`src/rtl/weight_sram_pkg.sv`:
```
// Shared definitions for the weight SRAM controller: geometry, FSM state codes,
// the burst command record and the read-data sign extension helper.
package weight_sram_pkg;

    localparam int WSRAM_DEPTH = 81920;   // 5 banks x 16384 words
    localparam int BANK_WORDS  = 16384;
    localparam int ADDR_W      = 17;
    localparam int DATA_W      = 18;
    localparam int RDATA_W     = 32;
    localparam int CMD_ID_W    = 2;       // holds ids of up to 4 requesters
    localparam int CMD_LEN_W   = 8;

    localparam logic [1:0] ST_IDLE     = 2'd0;
    localparam logic [1:0] ST_RD_BURST = 2'd1;
    localparam logic [1:0] ST_WR_BURST = 2'd2;

    typedef enum logic [1:0] {
        IDLE     = ST_IDLE,
        RD_BURST = ST_RD_BURST,
        WR_BURST = ST_WR_BURST
    } state_e;

    typedef struct packed {
        logic [CMD_ID_W-1:0]  id;
        logic                 write;
        logic [ADDR_W-1:0]    addr;
        logic [CMD_LEN_W-1:0] len;
    } cmd_t;

    // 18-bit RAM words are signed weights; widen to the 32-bit return bus.
    function automatic logic [RDATA_W-1:0] sext_word(input logic [DATA_W-1:0] w);
        return {{(RDATA_W-DATA_W){w[DATA_W-1]}}, w};
    endfunction

endpackage

```
`src/rtl/weight_sram_ctrl_rr_arbiter.sv`:
```
// Round-robin arbiter: searches the request vector starting at the pointer
// and returns the first hit as a one-hot grant plus its index.
module rr_arbiter #(
    parameter int N = 3,
    localparam int ID_W = $clog2(N)
) (
    input  logic [N-1:0]    i_req,
    input  logic [ID_W-1:0] i_ptr,
    output logic [N-1:0]    o_grant,
    output logic [ID_W-1:0] o_id,
    output logic            o_any
);

    // Walk the requesters once, wrapping at N, and keep the first one found.
    always_comb begin
        logic [ID_W-1:0] w_idx;
        o_grant = '0;
        o_id    = '0;
        o_any   = 1'b0;
        w_idx   = i_ptr;
        for (int k = 0; k < N; k++) begin
            if (!o_any && i_req[w_idx]) begin
                o_any          = 1'b1;
                o_grant[w_idx] = 1'b1;
                o_id           = w_idx;
            end
            w_idx = (w_idx == ID_W'(N-1)) ? '0 : w_idx + 1'b1;
        end
    end

endmodule

```
`src/rtl/weight_sram_ctrl.sv`:
```
// Burst sequencer in front of the single-port weight SRAM. Arbitrates between
// requesters in IDLE, then issues one read beat per cycle or one write beat per
// accepted wvalid. Read data returns one cycle after issue, tagged with the id.
module weight_sram_ctrl
    import weight_sram_pkg::*;
#(
    parameter int N_REQ = 3,
    parameter int LEN_W = 8,
    parameter int DEPTH = WSRAM_DEPTH,
    localparam int ID_W = $clog2(N_REQ)
) (
    input  logic                      clk,
    input  logic                      rst,
    input  logic [N_REQ-1:0]          i_req_valid,
    output logic [N_REQ-1:0]          o_req_ready,
    input  logic [N_REQ-1:0]          i_req_write,
    input  logic [N_REQ*ADDR_W-1:0]   i_req_addr,
    input  logic [N_REQ*LEN_W-1:0]    i_req_len,
    output logic [N_REQ-1:0]          o_req_err,
    input  logic                      i_wvalid,
    input  logic [DATA_W-1:0]         i_wdata,
    output logic                      o_wready,
    output logic                      o_rvalid,
    output logic [ID_W-1:0]           o_rid,
    output logic [RDATA_W-1:0]        o_rdata,
    output logic                      o_rlast,
    output logic                      o_busy,
    output logic                      o_mem_cs,
    output logic                      o_mem_oe,
    output logic [ADDR_W-1:0]         o_mem_addr,
    output logic                      o_mem_w_req,
    output logic [DATA_W-1:0]         o_mem_w_data,
    input  logic [DATA_W-1:0]         i_mem_r_data
);

    state_e             r_state;
    logic [ID_W-1:0]    r_ptr;
    logic [ID_W-1:0]    r_id;
    logic [LEN_W-1:0]   r_len;
    logic [LEN_W-1:0]   r_beat;
    logic [ADDR_W-1:0]  r_cnt_addr;
    logic               r_rvalid;
    logic [ID_W-1:0]    r_rid;
    logic               r_rlast;

    logic [ADDR_W-1:0]  w_addr [N_REQ];
    logic [LEN_W-1:0]   w_len  [N_REQ];
    logic [N_REQ-1:0]   w_grant;
    logic [ID_W-1:0]    w_gnt_id;
    logic               w_any;
    cmd_t               w_win_cmd;
    logic               w_range_err;
    logic [ID_W-1:0]    w_ptr_next;
    logic               w_idle;
    logic               w_rd_beat;
    logic               w_wr_beat;
    logic               w_beat;
    logic               w_last_beat;

    // Split the flat per-requester command buses into indexable arrays.
    generate
        for (genvar gi = 0; gi < N_REQ; gi++) begin : g_unpack
            assign w_addr[gi] = i_req_addr[gi*ADDR_W +: ADDR_W];
            assign w_len[gi]  = i_req_len[gi*LEN_W +: LEN_W];
        end
    endgenerate

    rr_arbiter #(.N(N_REQ)) u_arb (
        .i_req   (i_req_valid),
        .i_ptr   (r_ptr),
        .o_grant (w_grant),
        .o_id    (w_gnt_id),
        .o_any   (w_any)
    );

    assign w_win_cmd.id    = CMD_ID_W'(w_gnt_id);
    assign w_win_cmd.write = i_req_write[w_gnt_id];
    assign w_win_cmd.addr  = w_addr[w_gnt_id];
    assign w_win_cmd.len   = CMD_LEN_W'(w_len[w_gnt_id]);

    // Last beat address must stay inside the populated word range; no wrap.
    assign w_range_err = (32'(w_win_cmd.addr) + 32'(w_win_cmd.len)) >= 32'(DEPTH);
    assign w_ptr_next  = (w_gnt_id == ID_W'(N_REQ-1)) ? '0 : w_gnt_id + 1'b1;

    assign w_idle      = (r_state == IDLE);
    assign w_rd_beat   = (r_state == RD_BURST);
    assign w_wr_beat   = (r_state == WR_BURST) && i_wvalid;
    assign w_beat      = w_rd_beat || w_wr_beat;
    assign w_last_beat = (r_beat == r_len);

    // Command accept is combinational in IDLE; a range reject shares the grant cycle.
    assign o_req_ready = w_idle ? w_grant : '0;
    assign o_req_err   = (w_idle && w_range_err) ? w_grant : '0;

    assign o_mem_cs     = w_beat;
    assign o_mem_w_req  = ~w_wr_beat;
    assign o_mem_addr   = r_cnt_addr;
    assign o_mem_w_data = (r_state == WR_BURST) ? i_wdata : '0;
    assign o_wready     = w_wr_beat;
    assign o_mem_oe     = r_rvalid;

    assign o_rvalid = r_rvalid;
    assign o_rid    = r_rid;
    assign o_rlast  = r_rlast;
    assign o_rdata  = r_rvalid ? sext_word(i_mem_r_data) : '0;
    assign o_busy   = !w_idle || r_rvalid;

    // Burst FSM, round-robin pointer and beat/address counters.
    always_ff @(posedge clk) begin
        if (rst) begin
            r_state    <= IDLE;
            r_ptr      <= '0;
            r_id       <= '0;
            r_len      <= '0;
            r_beat     <= '0;
            r_cnt_addr <= '0;
        end else begin
            case (r_state)
                IDLE: begin
                    if (w_any) begin
                        r_ptr <= w_ptr_next;
                        if (!w_range_err) begin
                            r_id       <= w_win_cmd.id[ID_W-1:0];
                            r_len      <= w_win_cmd.len[LEN_W-1:0];
                            r_beat     <= '0;
                            r_cnt_addr <= w_win_cmd.addr;
                            r_state    <= w_win_cmd.write ? WR_BURST : RD_BURST;
                        end
                    end
                end
                RD_BURST, WR_BURST: begin
                    if (w_beat) begin
                        r_cnt_addr <= r_cnt_addr + 1'b1;
                        r_beat     <= r_beat + 1'b1;
                        if (w_last_beat) begin
                            r_state <= IDLE;
                        end
                    end
                end
                default: r_state <= IDLE;
            endcase
        end
    end

    // One-stage tag pipeline matching the RAM's single-cycle read latency.
    always_ff @(posedge clk) begin
        if (rst) begin
            r_rvalid <= 1'b0;
            r_rid    <= '0;
            r_rlast  <= 1'b0;
        end else begin
            r_rvalid <= w_rd_beat;
            r_rid    <= r_id;
            r_rlast  <= w_rd_beat && w_last_beat;
        end
    end

endmodule

```
`config.mk`:
```
export PLATFORM = sky130hd
export DESIGN_NAME = weight_sram_ctrl
export DESIGN_NICKNAME = d
export VERILOG_FILES = /design/src/rtl/weight_sram_pkg.sv /design/src/rtl/weight_sram_ctrl_rr_arbiter.sv /design/src/rtl/weight_sram_ctrl.sv
export SDC_FILE = /design/constraint.sdc
export NUM_CORES = 1
export LEC_CHECK = 0
export ABC_AREA = 1
export BUFFER_PORTS_ARGS = -buffer_cell sky130_fd_sc_hd__buf_2
export CAP_MARGIN = 10
export CELL_PAD_IN_SITES_DETAIL_PLACEMENT = 0
export CELL_PAD_IN_SITES_GLOBAL_PLACEMENT = 1
export CORE_MARGIN = 3
export CORE_UTILIZATION = 30
export CTS_CLUSTER_SIZE = 40
export DETAILED_ROUTE_END_ITERATION = 8
export GPL_TIMING_DRIVEN = 0
export PLACE_DENSITY_LB_ADDON = 0.1
export SYNTH_ARGS = -nofsm -noshare
export SYNTH_HDL_FRONTEND = slang
export SYNTH_SLANG_ARGS = --single-unit
```
`constraint.sdc`:
```
create_clock -name clk -period 5.6 [get_ports clk]
set_input_delay 0.84 -clock clk [delete_from_list [all_inputs] [get_ports clk]]
set_output_delay 0.84 -clock clk [all_outputs]
set_load 0.03 [all_outputs]
```
### Yosys cells after proc, flatten, opt, wreduce, memory -nomap -nowiden

Index checks and enable logic that the tools add are counted.

* $add $sub $neg: 6
* magnitude comparators: 9
* equality and inequality tests: 10
* multiplexer cells: 50
* bitwise logic cells: 5
* reductions and logical operators: 20

Operators with widths (number)
* 17-bit 2-to-1 mux: 5
* 8-bit 2-to-1 mux: 5
* 17-bit binary-select mux with 2-bit select: 1
* 17-bit case mux with 2 select lines: 1
* 32-bit 2-to-1 mux: 1
* 2-bit 2-to-1 mux: 11
* 17-bit by 8-bit adder with 18-bit output: 1
* 18-bit by 17-bit >= comparator with 1-bit output, second input constant: 1
* 18-bit 2-to-1 mux: 1
* 17-bit by 1-bit adder with 17-bit output, second input constant: 1
* 8-bit binary-select mux with 2-bit select: 1
* 8-bit case mux with 2 select lines: 1
* 3-bit 2-to-1 mux: 5
* 2-bit by 3-bit less-than comparator with 1-bit output, second input constant: 4
* 1-bit 2-to-1 mux: 10
* 8-bit by 1-bit adder with 8-bit output, second input constant: 1
* 1-bit binary-select mux with 2-bit select: 4
* 2-bit == test, second input constant: 4
* 8-bit == test: 1
* 1-bit logical AND: 8
* 4-bit AND reduction: 2
* 2-bit by 1-bit adder with 2-bit output, second input constant: 3
* 1-bit demux with 2-bit select: 3
* 2-bit by 1-bit >= comparator with 1-bit output, second input constant: 3
* other kinds (15): 22

* bits in registers: 43
* input port bits: 120
* output and inout bits: 82
* logic and storage cells: 109

### Logic depth before layout (Yosys ltp)

Gate-level depths: netlist of the first run.

* depth in word-level cells: 18
* mapped depth: 34

### Modules after synthesis

From an unflattened synthesis of the first run, not the netlist that was laid out.

* cell total of the unflattened synthesis: 697
* area total of the unflattened synthesis: 4075.2 µm²

By module, submodules not included
* weight_sram_ctrl: instances 1, cells each 656, area an instance 3841.2 µm²
* rr_arbiter: instances 1, cells each 41, area an instance 234.0 µm²

### Worst setup path before layout of the first run

No wires, ideal clock.

* path kind: input port to output port
* start point: in i_req_valid[0]
* end point: out o_req_err[1]
* arrival: 4.025 ns
* setup slack: 0.735 ns
* stages: 27
* cells stage by stage: inv_1 -> nand2_1 -> nand2_1 -> nor2_1 -> nand3_2 -> nand2_2 -> buf_6 -> buf_4 -> clkbuf_1 -> nand2_1 -> o221ai_1 -> inv_1 -> ha_1 -> fa_1 -> nand3_1 -> a21oi_1 -> o21ai_0 -> nand2_1 -> nand2_1 -> nor2_1 -> nand2_1 -> nor2_1 -> nand3_2 -> nand4_4 -> buf_6 -> buf_6 -> nor2_1

RTL lines
* from (decl): RTL line weight_sram_ctrl.sv:14 `input logic [N_REQ-1:0] i_req_valid,`
* to (decl): RTL line weight_sram_ctrl.sv:19 `output logic [N_REQ-1:0] o_req_err,`

### Final worst setup path of the first run

* start point: in i_req_valid[1]
* end point: out o_req_err[2]

* cells in the longest elaborated chain, start to end: 17
* elaborated cells between the ends (all ways): 31
* those cells by class: 1 x add/sub; 1 x order compare; 21 x mux; 3 x bitwise; 5 x reduce/logical

Ends and longest elaborated chain
* 1-bit binary-select mux with 2-bit select: RTL line weight_sram_ctrl_rr_arbiter.sv:22 `if (!o_any && i_req[w_idx]) begin`
* 1-bit 2-to-1 mux (not written as such): RTL line weight_sram_ctrl_rr_arbiter.sv:22
* 1-bit 2-to-1 mux: RTL line weight_sram_ctrl_rr_arbiter.sv:22
* 1-bit zero test: RTL line weight_sram_ctrl_rr_arbiter.sv:22
* 1-bit logical AND: RTL line weight_sram_ctrl_rr_arbiter.sv:22
* 1-bit 2-to-1 mux: RTL line weight_sram_ctrl_rr_arbiter.sv:22
* 1-bit zero test: RTL line weight_sram_ctrl_rr_arbiter.sv:22
* 1-bit logical AND: RTL line weight_sram_ctrl_rr_arbiter.sv:22
* 2-bit 2-to-1 mux: RTL line weight_sram_ctrl_rr_arbiter.sv:22
* 2-bit NOT with 3-bit output (not written as such): RTL line weight_sram_ctrl.sv:78, weight_sram_ctrl.sv:79
* 17-bit binary-select mux with 2-bit select / 8-bit binary-select mux with 2-bit select (equally long branches): RTL line weight_sram_ctrl.sv:78, weight_sram_ctrl.sv:79
* 17-bit 2-to-1 mux (not written as such) / 8-bit 2-to-1 mux (equally long branches) (2 in series): RTL line weight_sram_ctrl.sv:78, weight_sram_ctrl.sv:79
* 17-bit by 8-bit adder with 18-bit output: RTL line weight_sram_ctrl.sv:82 `assign w_range_err = (32'(w_win_cmd.addr) + 32'(w_win_cmd.len)) >= 32'(DEPTH);`
* 18-bit by 17-bit >= comparator with 1-bit output: RTL line weight_sram_ctrl.sv:82
* 1-bit logical AND: RTL line weight_sram_ctrl.sv:93 `assign o_req_err = (w_idle && w_range_err) ? w_grant : '0;`
* 3-bit 2-to-1 mux (*): RTL line weight_sram_ctrl.sv:93

Every way passes the cells marked *; elsewhere a longest branch is shown, timed or not. The select of a mux whose other input is x is not followed.

==> results of run 1 <==
[repair_timing]
item	CTS	global route
resized for setup	0	12
setup buffers	0	0
hold buffers	0	0
endpoints found under the setup margin	0	3
[cell usage in the layout, fill, tap and decap left out, drive strengths merged, types with 17 or more instances in the layout]
cell type | synthesis | layout
nand2 | 238 | 238
buf | 31 | 231
inv | 126 | 126
nor2 | 83 | 83
dfxtp | 43 | 43
nand3 | 42 | 42
o21ai | 38 | 38
nand4 | 20 | 20
clkbuf | 14 | 19
xor2 | 17 | 17
[worst max-delay path, stage by stage]
cell	delay, ps
buf_2	150
or2_1	230
nand2_1	70
nor2_1	60
nand3_2	80
nand2_2	60
buf_6	150
nor2_4	110
buf_8	150
inv_1	50
buf_2	170
or2_2	280
nand3_1	130
inv_1	100
fa_1	390
nand3_1	90
a21oi_1	80
o21ai_1	140
nand2_1	70
nand2_1	90
nor2_1	50
nand2_1	60
nor2_1	50
nand3_2	90
nand4_4	120
buf_6	200
nor2_1	160
buf_4	190
[metal layers]
metal	vias up	global-route usage [%]	share of wire, %
li1	2619	-	-
met1	2184	22.36	41
met2	145	38.39	51
met3	13	2.634	6.4
met4	0	4.038	1.2
met5	-	0	0
[per-stage QoR]
step	total power, uW	setup slack (ps)	hold slack (ps)	utilization (%)
after floorplan	2511	735.5	409.8	-
after global placement	3202	109.5	419.9	40.18
final	3557	351.0	432.9	41.60
after detailed placement	3239	83.45	427.6	40.18
after CTS	3592	63.88	436.8	41.43
after global routing	3952	49.70	448.1	41.60
[logic make-up (layout without fill, tap and decap cells)]
logic type      after synthesis  in the layout  synth area share [%]
compound gates               60             60                 8.503
xor+xnor                     17             17                 3.563
fa+ha+maj                    14             14                 4.371
buf+inv                     175            383                 18.92
flops                        43             43                 20.60
simple gates                415            415                 44.04
[registers in the layout, indices dropped and copies added, names as in the netlist]
signal,cells
r_len,8
o_rid,2
o_rlast,1
o_mem_addr,17
r_beat,8
r_state,2
r_ptr,2
o_mem_oe,1
r_id,2
[cell type report]
| class | count | share of cell area (%) |
|---|---|---|
| inverter | 130 | 8.808 |
| clock buffer | 5 | 2.236 |
| buffer | 44 | 5.209 |
| tap | 176 | 3.935 |
| timing repair buffer | 201 | 18.06 |
| clock inverter | 3 | 0.7825 |
| multi-input combinational | 506 | 45.58 |
| sequential | 43 | 15.38 |
[cells in the mapped netlist, types with 2 or more instances]
cell,count,area [um^2]
xor2_1,17,148.9
o221ai_1,4,35.03
inv_1,114,427.9
dfxtp_1,43,860.8
nand3b_1,5,37.54
ha_1,13,162.7
nor2_1,75,281.5
or2_2,12,75.07
nand3_2,3,30.03
buf_4,17,127.6
nand2_4,2,22.52
o21ai_0,37,185.2
nand4_1,19,118.9
buf_2,4,20.02
nor2_2,7,43.79
buf_1,2,7.510
a21oi_1,12,60.06
clkbuf_1,14,52.55
nor3_1,11,55.05
buf_6,8,90.09
nand2_2,5,31.28
inv_2,10,37.54
inv_4,2,12.51
nand3_1,37,185.2
nand3_4,2,35.03
nor4_1,3,18.77
clkinv_1,4,15.01
nand2_1,231,867.1
[power groups by stage]
stage | Combinational [uW] | Sequential [uW] | Clock [uW]
floorplan | 1920 | 593 | 0
global placement | 2680 | 518 | 0
detailed placement | 2720 | 523 | 0
CTS | 2730 | 516 | 349
global route | 3060 | 528 | 360
finish | 2700 | 513 | 340
[worst paths after layout]
kind                                               to                  start  cells after the start  slack [ps]
worst max register to register  r_len[3]$_SDFFE_PP0P_  r_ptr[0]$_SDFFE_PP0P_                     31        1500
worst min register to register    o_rid[0]$_SDFF_PP0_   r_id[0]$_SDFFE_PP0P_                      2         430
worst min-delay path              o_rid[0]$_SDFF_PP0_   r_id[0]$_SDFFE_PP0P_                      2         430
worst max-delay path                     o_req_err[2]         i_req_valid[1]                     28         350
==> key figures, run 1 <==
Global route
  – Initial antenna violation count: 0
  – GRT Total Usage: 19.59%
  – GRT overflow: 0
  – Largest net degree at the start of global routing: 16
  – First-pass GRT wire length: 23.28 mm
  – Vias in the first global route: 4657

Run
  – Max cap viols: 0

Route
  – Total wire length: 15.45 mm
  – # DRC: 0
  – Via count: 4961
  – Iteration-0 DRC Markers: 227
  – Post-DRT Antenna Nets: 0
  – First-pass iteration count of the detailed router: 4
  – Routed WL per cell: 13.94 um
  – Vias/cell: 4.477

Floorplan
  – Die outline area: 15380 um^2
  – Die width: 124.0 um
  – Rows: 42
  – Die height: 124.0 um
  – Io pins: 202
  – Core Footprint: 13450 um^2
  – Initial core utilization: 31.06%

Setup path
  – Critical path peak fanout: 19
  – Worst path arrival time: 4410 ps
  – Startpoint types: primary input
  – Worst Path Required: 4760 ps
  – Critical path class: in -> out
  – CP Capture Type: output port

STA
  – Slew HR: 62.46%
  – RSZ-0062 raised after global routing: no
  – Ratio of final minimum period to clock period: 93.73%
  – Final setup viols: 0
  – Worst-margin pin slew: 563.2 ps
  – TNS Setup: 0 ps
  – Final hold violations: 0
  – Final min period: 5249 ps
  – Maximum clock frequency: 0.1905 GHz
  – Final slew viol count: 0
  – Final Skew: 5.004 ps

Clock tree
  – H-tree Lvls: 2
  – CTS Buf Count: 5
  – Worst-path clk slew: 60 ps
  – CTS Sinks: 43
  – Max Buffers Root-to-Sink: 2
  – Worst-Skew Late Latency: 290 ps
  – TritonCTS clock tree: built
  – Clk root buf: clkbuf_16

Synth
  – Synth async-reset ratio: 0%
  – Yosys warning count: 0
  – Avg Inst Size Synth: 5.772 um^2
  – EDFF count, synth: 0
  – #FFs+latches synth: 43
  – Synth Flop Type: dfxtp_1
  – Mapped cell area: 4179 um^2
  – Synth cell types: 39
  – Post-synth net total: 858
  – Post-Synthesis Cells: 724
  – Sequential share of the synthesized area: 20.60%

Place
  – Area after DPL: 5405 um^2
  – Cells after DPL: 1101
  – I/O Buffers: 201
  – Gp weighted congestion: 0.8152
  – HPWL after detailed placement: 12.88 mm

Pwr
  – Clock group share of total power: 9.6%
  – P_sw: 2023 uW
  – Combinational share of power: 76.0%
  – Leak: 0.003463 uW
  – P_int: 1533 uW
  – Worst vdd ir: 0.2522 mV
  – P per Cell Area: 635.5 nW/um^2
  – Switch share: 56.88%
  – Part of the power in registers: 14.4%

Min path
  – Worst hold path class: reg -> reg

Layout
  – N_diodes: 0
  – Final Instance Count excl. Fillers: 1108
  – Post-layout nets: 1065
  – Final instance area: 5597 um^2
  – Layout area overhead: 33.92%
  – Layout fillers: 1508
  – Share of layout cells above drive strength 1: 31.01%
  – Reg area: 860.8 um^2
  – Multi-input gate area: 2551 um^2

Status
  – Status: completed
No activity file was read; power rests on OpenSTA's default activity.
==> run 2, diff against run 1 <==
--- a/config.mk
+++ b/config.mk
@@ -5,13 +5,13 @@
 export SDC_FILE = /design/constraint.sdc
 export NUM_CORES = 1
 export LEC_CHECK = 0
-export ABC_AREA = 1
 export BUFFER_PORTS_ARGS = -buffer_cell sky130_fd_sc_hd__buf_2
 export CAP_MARGIN = 10
 export CELL_PAD_IN_SITES_DETAIL_PLACEMENT = 0
 export CELL_PAD_IN_SITES_GLOBAL_PLACEMENT = 1
 export CORE_MARGIN = 3
-export CORE_UTILIZATION = 30
+export CORE_UTILIZATION = 32
+export CTS_BUF_LIST = sky130_fd_sc_hd__clkbuf_8
 export CTS_CLUSTER_SIZE = 40
 export DETAILED_ROUTE_END_ITERATION = 8
 export GPL_TIMING_DRIVEN = 0
==> key figures, run 2 <==
Status
  – Status: completed

STA
  – Final min period: 5176 ps (-73.14 ps)
  – TNS Setup: 0 ps (unchanged)
  – Final hold violations: 0 (unchanged)
  – Final setup viols: 0 (unchanged)
  – RSZ-0062 raised after global routing: no
  – Final WS setup: 424.2 ps (+73.14 ps)
  – Maximum clock frequency: 0.1932 GHz (+1.4%)
  – Hold slack: 472.5 ps (+39.58 ps)
  – Final slew viol count: 0 (unchanged)
  – Ratio of final minimum period to clock period: 92.43% (-1.3 points)
  – Slew HR: 41.98% (-20 points)
  – Final Skew: 11.00 ps (+5.997 ps)
  – Worst-margin pin slew: 860.8 ps (+297.7 ps)

Route
  – # DRC: 0 (unchanged)
  – First-pass iteration count of the detailed router: 5 (+1)
  – Total wire length: 14.02 mm (-9.2%)
  – Iteration-0 DRC Markers: 290 (+28%)
  – Post-DRT Antenna Nets: 0 (unchanged)
  – Via count: 4467 (-10%)
  – Vias/cell: 5.268 (+18%)
  – Routed WL per cell: 16.53 um (+19%)

Floorplan
  – Rows: 38 (-9.5%)
  – Die height: 114.0 um (-8.1%)
  – Initial core utilization: 33.57% (+2.5 points)
  – Io pins: 202 (unchanged)
  – Die width: 114.0 um (-8.1%)
  – Core Footprint: 11130 um^2 (-17%)
  – Die outline area: 13000 um^2 (-15%)

Layout
  – Share of layout cells above drive strength 1: 35.73% (+4.7 points)
  – Most common cell after layout, fill and taps aside: buf_2
  – N_diodes: 0 (unchanged)
  – Post-layout nets: 841 (-21%)
  – Layout area overhead: 34.07%
  – Commonest non-fill, non-tap cells in the layout: buf_2, nand2_1, dfxtp_1
  – Layout fillers: 1182 (-22%)
  – Max reg flops: 17 (unchanged)

Min path
  – Hold Startpoint: r_id[0]$_SDFFE_PP0P_
  – Hold EP: o_rid[0]$_SDFF_PP0_
  – Worst hold path depth: 1 (-1)
  – Worst hold path class: reg -> reg

Setup path
  – Startpoint types: primary input
  – Critical Path Start: i_req_valid[2]
  – Worst path arrival time: 4340 ps (-70 ps)
  – Worst Path Required: 4760 ps (about the same)
  – Slowest stage delay, CP: 480 ps (+90 ps)
  – CP Capture Type: output port
  – Worst reg2reg endpoint: r_beat[5]$_SDFFE_PP0P_
  – Worst R2R Start: r_ptr[0]$_SDFFE_PP0P_
  – CP max-delay cell: or3_4
  – Critical path peak fanout: 19 (unchanged)
  – R2R setup slack: 1410 ps (-90 ps)
  – Critical path class: in -> out
  – Worst Reg-to-Reg Cells: 16 (-48%)
  – CP cell instances: buf_2 > nor2b_1 > o21a_1 > buf_6 > nor2_8 > mux2i_1 > o21ai_0 > ha_1 > a21oi_1 > o31ai_1 > a21oi_1 > a31oi_1 > or3_4 > nor3_1 > buf_2

Clock tree
  – TritonCTS clock tree: built
  – Post_cts resized: 0 (unchanged)
  – CTS Buf Count: 5 (unchanged)
  – Worst-path clk slew: 90 ps (+30 ps)
  – CTS Sinks: 43 (unchanged)
  – Setup repair bufs after CTS: 0 (unchanged)
  – H-tree Lvls: 2 (unchanged)
  – Hold buffers post-CTS: 0 (unchanged)
  – Clk root buf: clkbuf_8
  – Worst-Skew Late Latency: 300 ps (about the same)
  – Max Buffers Root-to-Sink: 2 (unchanged)

Synth
  – EDFF count, synth: 0 (unchanged)
  – Avg Inst Size Synth: 7.455 um^2 (+29%)
  – Synth cell types: 65 (+67%)
  – Synth Flop Type: dfxtp_1
  – Yosys warning count: 0 (unchanged)
  – Leading area contributor after synthesis: dfxtp_1
  – Most instantiated cells after synthesis: nand2_1, dfxtp_1, and2_1, nor2_1, a21oi_1
  – Post-Synthesis Cells: 501 (-31%)
  – Sequential share of the synthesized area: 23.05% (+2.4 points)
  – #FFs+latches synth: 43 (unchanged)
  – Most common cell in the netlist: nand2_1
  – Synth async-reset ratio: 0% (unchanged)
  – Post-synth net total: 635 (-26%)
  – Synth top area share: 23.05% (+2.3 points)
  – Largest cells by area after synthesis: dfxtp_1, nand2_1, and2_1
  – Mapped cell area: 3735 um^2 (-11%)

Pwr
  – Clock group share of total power: 9.4% (-0.2 points)
  – Leak: 0.002542 uW (-27%)
  – Combinational share of power: 69.5% (-6.5 points)
  – P per Cell Area: 477.2 nW/um^2 (-25%)
  – P_sw: 1307 uW (-35%)
  – Worst vdd ir: 0.2144 mV (-15%)
  – P_int: 1083 uW (-29%)
  – Part of the power in registers: 21.0% (+6.6 points)
  – Switch share: 54.68% (-2.2 points)

Global route
  – GRT Total Usage: 20.66% (+1.1 points)
  – Initial antenna violation count: 0 (unchanged)
  – Largest net degree at the start of global routing: 16 (unchanged)
  – Met2 Use GR: 38.64% (+0.25 points)
  – Vias in the first global route: 4279 (-8.1%)
  – GRT busiest layer: met2
  – First-pass GRT wire length: 21.61 mm (-7.2%)
  – Met3 Track Usage GR: 2.599% (-0.034 points)
  – GRT overflow: 0 (unchanged)
  – Met1 Usage GRT: 24.99% (+2.6 points)

Place
  – I/O Buffers: 200 (-0.50%)
  – HPWL after detailed placement: 11.41 mm (-11%)
  – Gp weighted congestion: 0.8649 (+6.1%)
  – Pre-CTS setup slack: 173.0 ps (+89.55 ps)

Run
  – Max cap viols: 0 (unchanged)
[run 2: worst max path at each step]
stage              endpoint  slack (ps)  cells past startpoint
3_5_place_dp   o_req_err[2]         170                     19
5_1_grt        o_req_err[2]         100                     16
6_report       o_req_err[2]         420                     15
4_1_cts        o_req_err[2]         170                     19
2_1_floorplan  o_req_err[2]         520                     17
3_3_place_gp   o_req_err[2]         210                     19
[run 2: cell families (layout without fill, tap and decap cells)]
kind of cell / count (synthesis) / in the layout / share of synthesized area, %
simple gates: 216 / 216 / 28.68
flops: 43 / 43 / 23.05
xor+xnor: 8 / 8 / 1.876
buf+inv: 57 / 264 / 8.308
mux: 19 / 19 / 5.092
fa+ha+maj: 14 / 14 / 4.891
compound gates: 144 / 144 / 28.11
[run 2: critical path: cells and delay by family]
| family | cells | cell delay (ps) |
|---|---|---|
| AOI/OAI and AO/OA | 6 | 1450 |
| adders and majority gates | 1 | 350 |
| buffers and inverters | 3 | 500 |
| muxes | 1 | 130 |
| and+or+nand+nor | 4 | 1070 |
[run 2: through the flow]
step           utilization (%)  std cells  instance area, um^2  power (uW)
2_1_floorplan                -        501                 3735        1669
4_1_cts                  45.04        849                 5011        2384
5_1_grt                  45.01        848                 5007        2578
6_report                 45.01        848                 5007        2390
3_3_place_gp             44.14        841                 4911        2150
3_5_place_dp             44.14        841                 4911        2158
[run 2: layer usage]
layer | vias up | wire length, um
met4 | 0 | 179
met5 | - | 0
met3 | 13 | 974
met1 | 2084 | 5689
met2 | 173 | 7177
li1 | 2197 | -
[run 2: power by group through the flow]
stage | Sequential, uW | Clock (uW) | Combinational, uW
floorplan | 595 | 0 | 1070
global placement | 506 | 0 | 1640
detailed placement | 509 | 0 | 1650
CTS | 502 | 226 | 1660
global route | 517 | 245 | 1820
finish | 503 | 225 | 1660
[run 2: cell type report]
type	count	area, um^2	area share [%]
tap	140	175.2	3.498
clock inverter	1	3.754	0.07496
buffer	43	257.7	5.147
sequential	43	860.8	17.19
multi-input combinational	401	2564	51.20
inverter	13	48.80	0.9745
clock buffer	7	96.34	1.924
timing repair buffer	200	1001	19.99
